File: src/rtl/cpu_isa_pkg.sv
// ISA constants shared by the fetch/decode front end.
// Opcodes, ext codes, flag_type codes and fetch-state encoding.
package cpu_isa_pkg;

   localparam logic [3:0] OP_RTYPE  = 4'b0000;
   localparam logic [3:0] OP_LDST   = 4'b0100;
   localparam logic [3:0] OP_SHIFT  = 4'b1000;
   localparam logic [3:0] OP_BCOND  = 4'b1100;

   localparam logic [3:0] EXT_LOAD  = 4'b0000;
   localparam logic [3:0] EXT_STOR  = 4'b0100;
   localparam logic [3:0] EXT_JCOND = 4'b1100;

   localparam logic [3:0] FT_NONE   = 4'b0000;
   localparam logic [3:0] FT_ALU    = 4'b0001;
   localparam logic [3:0] FT_LOAD   = 4'b0010;
   localparam logic [3:0] FT_STORE  = 4'b0100;
   localparam logic [3:0] FT_BRANCH = 4'b1000;

   localparam logic [1:0] S_IDLE    = 2'd0;
   localparam logic [1:0] S_FETCH   = 2'd1;
   localparam logic [1:0] S_WAIT    = 2'd2;
   localparam logic [1:0] S_ISSUE   = 2'd3;

   // Immediate-form ALU opcodes: 0001 0010 0011 0101 1001 1011 1101 1111
   function automatic logic is_imm_op(input logic [3:0] op);
      return (op == 4'b0001) || (op == 4'b0010) ||
             (op == 4'b0011) || (op == 4'b0101) ||
             (op == 4'b1001) || (op == 4'b1011) ||
             (op == 4'b1101) || (op == 4'b1111);
   endfunction

endpackage

File: src/rtl/instr_decoder.sv
// Combinational decode of one 16-bit instruction word.
// In: i_ir. Out: opcode, one-hot rdst, rsrc, imm, cond, flag, illegal.
module instr_decoder
   import cpu_isa_pkg::*;
(
   input  logic [15:0] i_ir,
   output logic [7:0]  o_opcode,
   output logic [15:0] o_rdst,
   output logic [4:0]  o_rsrc,
   output logic [7:0]  o_imm,
   output logic [3:0]  o_cond,
   output logic [3:0]  o_flag,
   output logic        o_illegal
);

   logic [3:0] w_op;
   logic [3:0] w_ext;
   logic [3:0] w_rd;

   assign w_op  = i_ir[15:12];
   assign w_ext = i_ir[7:4];
   assign w_rd  = i_ir[11:8];

   always_comb begin
      o_opcode  = 8'h00;
      o_rdst    = 16'h0000;
      o_rsrc    = 5'd0;
      o_imm     = 8'h00;
      o_cond    = 4'h0;
      o_flag    = FT_NONE;
      o_illegal = 1'b0;
      unique case (1'b1)
         (w_op == OP_RTYPE): begin
            o_opcode = {w_op, w_ext};
            o_rdst   = 16'h0001 << w_rd;
            o_rsrc   = {1'b0, i_ir[3:0]};
            o_flag   = FT_ALU;
         end
         (is_imm_op(w_op) || w_op == OP_SHIFT): begin
            o_opcode = {w_op, 4'b0000};
            o_rdst   = 16'h0001 << w_rd;
            o_imm    = i_ir[7:0];
            o_flag   = FT_ALU;
         end
         (w_op == OP_LDST && w_ext == EXT_LOAD): begin
            o_opcode = {w_op, w_ext};
            o_rdst   = 16'h0001 << w_rd;
            o_rsrc   = {1'b0, i_ir[3:0]};
            o_flag   = FT_LOAD;
         end
         // rdst carries the store-data register; the write is
         // suppressed downstream
         (w_op == OP_LDST && w_ext == EXT_STOR): begin
            o_opcode = {w_op, w_ext};
            o_rdst   = 16'h0001 << w_rd;
            o_rsrc   = {1'b0, i_ir[3:0]};
            o_flag   = FT_STORE;
         end
         (w_op == OP_LDST && w_ext == EXT_JCOND): begin
            o_opcode = {w_op, w_ext};
            o_rsrc   = {1'b0, i_ir[3:0]};
            o_cond   = w_rd;
            o_flag   = FT_BRANCH;
         end
         (w_op == OP_BCOND): begin
            o_opcode = {w_op, 4'b0000};
            o_imm    = i_ir[7:0];
            o_cond   = w_rd;
            o_flag   = FT_BRANCH;
         end
         default: begin
            o_illegal = 1'b1;
         end
      endcase
   end

endmodule

File: src/rtl/instr_fetch_decode.sv
// Front end: owns PC, fetches from sync RAM, decodes, issues under
// valid/ack. Ports: clk/reset, mem_*, instr_valid/ack, pc_*, fields.
module instr_fetch_decode
   import cpu_isa_pkg::*;
#(
   parameter int                ADDR_W   = 16,
   parameter logic [ADDR_W-1:0] RESET_PC = '0
)(
   input  logic              clk,
   input  logic              reset,
   output logic [ADDR_W-1:0] mem_addr,
   output logic              mem_rd,
   input  logic [15:0]       mem_rdata,
   output logic              instr_valid,
   input  logic              instr_ack,
   input  logic              pc_load,
   input  logic [ADDR_W-1:0] pc_target,
   output logic [ADDR_W-1:0] pc_out,
   output logic [7:0]        opcode_out,
   output logic [15:0]       rdst_out,
   output logic [4:0]        rsrc_out,
   output logic [7:0]        immediate_out,
   output logic [3:0]        cond_out,
   output logic [3:0]        flag_type,
   output logic              illegal
);

   logic [1:0]        r_state;
   logic [ADDR_W-1:0] r_pc;
   logic [ADDR_W-1:0] r_pc_out;
   logic [7:0]        r_opcode;
   logic [15:0]       r_rdst;
   logic [4:0]        r_rsrc;
   logic [7:0]        r_imm;
   logic [3:0]        r_cond;
   logic [3:0]        r_flag;
   logic              r_illegal;

   logic [7:0]        w_opcode;
   logic [15:0]       w_rdst;
   logic [4:0]        w_rsrc;
   logic [7:0]        w_imm;
   logic [3:0]        w_cond;
   logic [3:0]        w_flag;
   logic              w_illegal;
   logic [ADDR_W-1:0] w_pc_inc;

   instr_decoder u_dec (
      .i_ir      (mem_rdata),
      .o_opcode  (w_opcode),
      .o_rdst    (w_rdst),
      .o_rsrc    (w_rsrc),
      .o_imm     (w_imm),
      .o_cond    (w_cond),
      .o_flag    (w_flag),
      .o_illegal (w_illegal)
   );

   // natural wrap from all-ones back to zero
   assign w_pc_inc = r_pc + {{(ADDR_W-1){1'b0}}, 1'b1};

   always_ff @(posedge clk) begin
      if (reset) begin
         r_state   <= S_IDLE;
         r_pc      <= RESET_PC;
         r_pc_out  <= '0;
         r_opcode  <= '0;
         r_rdst    <= '0;
         r_rsrc    <= '0;
         r_imm     <= '0;
         r_cond    <= '0;
         r_flag    <= '0;
         r_illegal <= 1'b0;
      end else begin
         unique case (r_state)
            S_IDLE:  r_state <= S_FETCH;
            S_FETCH: r_state <= S_WAIT;
            S_WAIT: begin
               r_opcode  <= w_opcode;
               r_rdst    <= w_rdst;
               r_rsrc    <= w_rsrc;
               r_imm     <= w_imm;
               r_cond    <= w_cond;
               r_flag    <= w_flag;
               r_illegal <= w_illegal;
               r_pc_out  <= r_pc;
               r_state   <= S_ISSUE;
            end
            S_ISSUE: begin
               if (instr_ack) begin
                  r_pc    <= pc_load ? pc_target : w_pc_inc;
                  r_state <= S_FETCH;
               end
            end
            default: r_state <= S_IDLE;
         endcase
      end
   end

   assign mem_addr      = r_pc;
   assign mem_rd        = (r_state == S_FETCH);
   assign instr_valid   = (r_state == S_ISSUE);
   assign pc_out        = r_pc_out;
   assign opcode_out    = r_opcode;
   assign rdst_out      = r_rdst;
   assign rsrc_out      = r_rsrc;
   assign immediate_out = r_imm;
   assign cond_out      = r_cond;
   assign flag_type     = r_flag;
   assign illegal       = r_illegal;

endmodule
File: config.mk
export PLATFORM = sky130hd
export DESIGN_NAME = instr_fetch_decode
export DESIGN_NICKNAME = d
export VERILOG_FILES = /design/src/rtl/cpu_isa_pkg.sv /design/src/rtl/instr_decoder.sv /design/src/rtl/instr_fetch_decode.sv
export SDC_FILE = /design/constraint.sdc
export NUM_CORES = 1
export LEC_CHECK = 0
export CAP_MARGIN = 20
export CORE_AREA = 3 3 95 97
export CTS_CLUSTER_SIZE = 28
export DETAILED_ROUTE_END_ITERATION = 7
export DIE_AREA = 0 0 98 100
export GPL_TIMING_DRIVEN = 1
export PLACE_DENSITY = 0.75
export SYNTH_ARGS = -nofsm -noshare
export SYNTH_HDL_FRONTEND = slang
export SYNTH_SLANG_ARGS = --single-unit
File: constraint.sdc
create_clock -name clk -period 1.7 [get_ports clk]
set_input_delay 0.425 -clock clk [delete_from_list [all_inputs] [get_ports clk]]
set_output_delay 0.425 -clock clk [all_outputs]
set_load 0.005 [all_outputs]
Yosys cells after proc, flatten, opt, wreduce, memory -nomap -nowiden
Cells that the tools add are included.
Word-level totals
  flip-flop bits (word level): 80
  input bits: 36
  output and inout port bits: 80
Operators by class
  add/sub/neg operators: 1
  eq/ne operators: 17
  multiplexer cells: 10
  shift-type cells: 1
  reductions and logical operators: 21
Operators with widths (count)
  16-bit two-way mux: 2
  4-bit equality test, second input constant: 7
  16-bit by 1-bit adder with 16-bit output, second input constant: 1
  4-bit one-hot mux with 4 select lines: 1
  8-bit one-hot mux with 2 select lines: 1
  1-bit by 4-bit left shift with 16-bit output, first input constant: 1
  4-bit by 3-bit equality test with 1-bit output, second input constant: 3
  4-bit by 2-bit equality test with 1-bit output, second input constant: 2
  4-bit zero test: 2
  1-bit logical OR: 8
  4-bit two-way mux: 2
  8-bit two-way mux: 1
  2-bit one-hot mux with 4 select lines: 1
  4-bit OR reduction: 2
  2-bit OR reduction: 3
  6-bit OR reduction: 1
  2-bit equality test, second input constant: 2
  4-bit by 1-bit equality test with 1-bit output, second input constant: 1
  1-bit logical AND: 3
  2-bit by 1-bit equality test with 1-bit output, second input constant: 1
  2-bit zero test: 1
  2-bit two-way mux: 1
  2-bit by 1-bit != test with 1-bit output, second input constant: 1
  2-bit AND reduction: 1
  1-bit two-way mux: 1

Longest topological paths before layout
  word-level depth: 11
  gate-level depth with buffers: 7
  mapped depth without buffers: 5

By module
From an unflattened synthesis, not the netlist that was laid out.
Unflattened totals
  cell total of the unflattened synthesis: 446
  area, all modules: 3893.7 µm²
Modules (own cells, without submodules)
  instr_fetch_decode: cells each 351, times used 1, area each 3338.2 µm²
  instr_decoder: cells each 95, times used 1, area each 555.5 µm²

Worst setup path before layout
No wires, ideal clock.
  kind: input to register
  start: input mem_rdata[15]
  end: register r_rdst[2], in the netlist rdst_out[2]
  library setup time: 0.061 ns
  arrival time: 1.728 ns
  cell stages on the path: 6
  data required time: 1.639 ns
  slack: -0.089 ns
  cells stage by stage: buf_2 -> nor4_1 -> o21ai_0 -> a21oi_1 -> buf_2 -> a32o_1
Between the ends
  longest elaborated chain between the ends: 11
  elaborated cells on any way between the ends: 23
  classes of those cells: eq/ne (10); mux (1); reduce/logical (12)
RTL lines
  start, declared: line instr_fetch_decode.sv:13  | input logic [15:0] mem_rdata,
  4-bit by 1-bit equality test with 1-bit output / 4-bit by 2-bit equality test with 1-bit output (equally long branches): line cpu_isa_pkg.sv:27  | return (op == 4'b0001) || (op == 4'b0010) ||
  1-bit logical OR (2 in a row): line cpu_isa_pkg.sv:27
  1-bit logical OR (2 in a row): line cpu_isa_pkg.sv:28  | (op == 4'b0011) || (op == 4'b0101) ||
  1-bit logical OR (2 in a row): line cpu_isa_pkg.sv:29  | (op == 4'b1001) || (op == 4'b1011) ||
  1-bit logical OR: line cpu_isa_pkg.sv:30  | (op == 4'b1101) || (op == 4'b1111);
  1-bit logical OR: line instr_decoder.sv:39  | (is_imm_op(w_op) || w_op == OP_SHIFT): begin
  4-bit OR reduction (no line) (*)
  16-bit two-way mux (*)
  end signal, assigned: line instr_fetch_decode.sv:80  | r_rdst <= w_rdst;
  end, declared: line instr_fetch_decode.sv:32  | logic [15:0] r_rdst;
Mark *: on every way between the ends. The rest lies on a longest branch, timed or not.
A chain may end at the register's enable or synchronous reset.

Worst setup path in the final report
  start: register r_pc[5], in the netlist mem_addr[5]
  end: register r_pc[11], in the netlist mem_addr[11]
Between the ends
  longest elaborated chain between the ends: 2
RTL lines
  start, declared: line instr_fetch_decode.sv:29  | logic [ADDR_W-1:0] r_pc;
  start signal, assigned: line instr_fetch_decode.sv:91  | r_pc <= pc_load ? pc_target : w_pc_inc;
  16-bit by 1-bit adder with 16-bit output: line instr_fetch_decode.sv:60  | assign w_pc_inc = r_pc + {{(ADDR_W-1){1'b0}}, 1'b1};
  16-bit two-way mux: line instr_fetch_decode.sv:91
Every way passes these cells.

==> results list <==
* #FFs+latches synth: 79
* Number of H-tree levels: 3
- In this run the count of I/O pins placed on the die edge is 116.
- Leakage component of the power: 2.110 nW
* F_max: 597.9 MHz
- Power spread over the standard cell area amounts to 754.9 nW/um2.
- Post-route clock skew: 6.402 ps
- Setup-violating endpoint count in the final report: 0
- At the end of the flow the core is filled with cells to 65.07%.
* Die Footprint: 9800 um2
- Worst endpoint required time: 1950 ps
- Routed vias/inst: 5.423
* CTS tree: built
* CTS root buffer: clkbuf_8
* Number of buffers added by the clock tree synthesis step: 9
* Input/output buffers: 114
* Type of element capturing the critical path: flop
* Largest net degree at the start of global routing: 36
- Once detailed placement completed, the half-perimeter wirelength came to 7069 um.
- The layout has 697 filler cells.
* Layout Area Growth over Synthesis: 58.44%
- Die X: 98 um
* Max Buffers Root-to-Sink: 2
- Via count of the routed design: 3471
- For this run the aggregate overflow at the end of global routing stands at 0.
- Data on the critical path arrives at its endpoint at 1930 ps.
- Final Routed Wirelength: 9845 um
- Start-to-end type of the worst setup path: reg -> reg
- Share of Yosys cell area claimed by the top area cell type: 46.87%
* Net count of the finished layout: 571
- Largest area contributor in the synthesized netlist: dfxtp_1
- The initial antenna violation count was 0.
- The min-delay analysis places its worst path in the category reg -> reg.
- In this run, synthesis inferred 0 flip-flops with an integrated enable.
* Primary FF master, synth: dfxtp_1
- The placed instances occupy a cell area of 4992 um2.
- Residual DRC: 0
- The worst setup path is launched from a flop.
* Initial detailed-routing violation count: 126
- Hold Buf Count CTS: 0
- Finished Cell Area: 5346 um2
- The floorplan step set the die height to 100 um.
* WL per Instance: 15.38 um
- A synthesized cell averages 9.195 um2.
- In this run the remaining antenna-violating nets after routing total 0.
* Effective utilization at floorplan: 41.07%
- Of all nets on the critical path, the largest fanout is 2.
- YS warnings: 0
- Final Cycle Share: 98.39%
- Yosys attributes the largest share of cell area to dfxtp_1 (47%), a32o_1 (5.3%), mux2i_1 (5.3%).
* Post-Syn Nets: 408
* Global placer's final weighted congestion: 0.8208
- The number of global-route vias before repair came to 3385.
- In the final layout, the share of cells above drive strength 1 is 21.12%.
- Counting distinct cell types in the post-synthesis netlist gives 49.
- The first global-routing pass estimated 16360 um of wire.
- Minimum clock period after layout: 1673 ps
- The flow ran to the end, and the final reports show no timing, DRC or antenna violations.
* Total of max-cap violations: 0
* Number of hold violations in the final report: 0
- Counting flops with an async set or reset pin after synthesis yields a share of 0%.
- Summed instance area of the synthesized netlist: 3374 um2
- The floorplan has 33 rows.
- Synthesis produced 367 cells.
- Number of iterations in the first detailed-routing pass: 4
- Clock-pin slew was measured on the worst setup and hold paths at 80 ps.
- Antenna fix cells: 0
* Maximum resistive drop on vdd: 0.3689 mV
- Final Max Tran Viols: 0
* CTS sink cnt: 79
* Proportion of synthesized chip area in sequential cells: 46.87%
- Global routing consumed, over all layers together, 20.09% of the routing resources.
- Setup repair after global routing could not meet its margin everywhere.
- Placeable core region: 8217 um2
- Clock Latency Late Sink: 330 ps
==> flip-flops by register name, indices dropped and copies added (netlist names) <==
signal and count:
illegal 1, rdst_out 16, flag_type 4, rsrc_out 4
pc_out 16, cond_out 4, r_state 2, immediate_out 8
opcode_out 8, mem_addr 16
==> area by class of cell <==
cell class | count | area, um2 | area share (%)
clock buffers | 10 | 127.6 | 2.387
repair buffers | 178 | 1638 | 30.63
inverters | 15 | 56.30 | 1.053
multi-input cells | 247 | 1722 | 32.20
clock inverters | 6 | 61.31 | 1.147
well taps | 105 | 131.4 | 2.457
flip-flops and latches | 79 | 1610 | 30.12
==> placed cells by master, fill, tap and decap left out, drive strengths merged, types with 2 or more instances in the layout <==
cell type / n
a211o: 3
a211oi: 5
a21oi: 17
a22o: 10
a22oi: 16
a31oi: 7
a32o: 18
a41oi: 2
and2: 3
and3: 9
buf: 65
clkbuf: 10
clkdlybuf4s50: 95
clkinv: 4
dfxtp: 79
dlygate4sd2: 17
ha: 5
inv: 15
mux2i: 18
nand2: 21
nand2b: 3
nand3: 13
nand4: 4
nor2: 47
nor2b: 2
nor3: 7
nor3b: 3
nor4: 3
o21ai: 8
o31ai: 2
o41ai: 3
or4: 3
==> routing by layer <==
metal,global-route usage (%),vias up,part of all wire (%)
met2,35.29,138,50
li1,-,1684,-
met3,4.656,6,6.9
met4,5.431,0,0.56
met1,24.77,1643,42
met5,0,-,0
==> what timing repair did <==
action,CTS,global route
buffers inserted,4,4
pin swaps,5,2
setup endpoints to repair,47,17
gates resized for setup,42,11
==> kinds of logic after synthesis <==
logic type | synth area share [%]
XOR/XNOR | 0.2596
buffers and inverters | 4.746
adder cells (fa/ha/maj) | 1.854
AND/OR/NAND/NOR | 18.13
AO/OA/AOI/OAI | 22.69
flip-flops | 46.87
multiplexers | 5.339
other | 0.1111
==> cells in the mapped netlist (2+ instances only) <==
master	number
a22o_1	10
a21oi_1	17
a32o_1	18
o31ai_1	2
nand2_1	21
nor4_1	3
nor3_1	7
ha_1	5
nor3b_1	3
dfxtp_1	79
o41ai_1	3
mux2i_1	18
nand2b_1	3
buf_1	4
a22oi_1	16
a31oi_1	7
nand3_1	12
o21ai_0	8
a211o_1	3
inv_1	15
clkbuf_1	19
a211oi_1	5
or4_1	3
nand4_1	3
nor2_1	47
and3_1	8
and2_1	3
a41oi_1	2
buf_2	2
nor2b_1	2
==> path summary, 6_finish.rpt <==
path / slack, ps / end / from / cells past startpoint
setup / recovery: 30 / mem_addr[11]$_SDFFE_PP0P_ / mem_addr[5]$_SDFFE_PP0P_ / 5
hold / removal: 470 / opcode_out[7]$_SDFFE_PP0N_ / opcode_out[7]$_SDFFE_PP0N_ / 2
setup reg to reg: 30 / mem_addr[11]$_SDFFE_PP0P_ / mem_addr[5]$_SDFFE_PP0P_ / 5
hold reg to reg: 470 / opcode_out[7]$_SDFFE_PP0N_ / opcode_out[7]$_SDFFE_PP0N_ / 2
==> per-stage QoR <==
step           TNS (ps)  std cells  hold slack, ps  setup WS [ps]  total power [mW]
2_1_floorplan         0        367           457.5          3.030             2.334
3_3_place_gp     -14010        616           449.2         -420.6             2.707
3_5_place_dp     -14740        616           457.9         -457.0             2.724
4_1_cts               0        636           465.8          9.970             4.081
5_1_grt          -101.1        640           489.7         -41.80             4.238
6_report              0        640           465.9          27.35             4.036
==> power by group <==
part	internal, mW	switching, mW
registers	1.91	0.0461
clock network	0.674	0.658
logic	0.378	0.367
total	2.97	1.07
==> worst max-delay path: stages (launching register included) <==
cell and delay [ps]:
dfxtp_2 340, buf_6 100, nand4_4 100, or4_4 500
or4_4 410, a31oi_1 140
(Power assumes the default switching activity.)
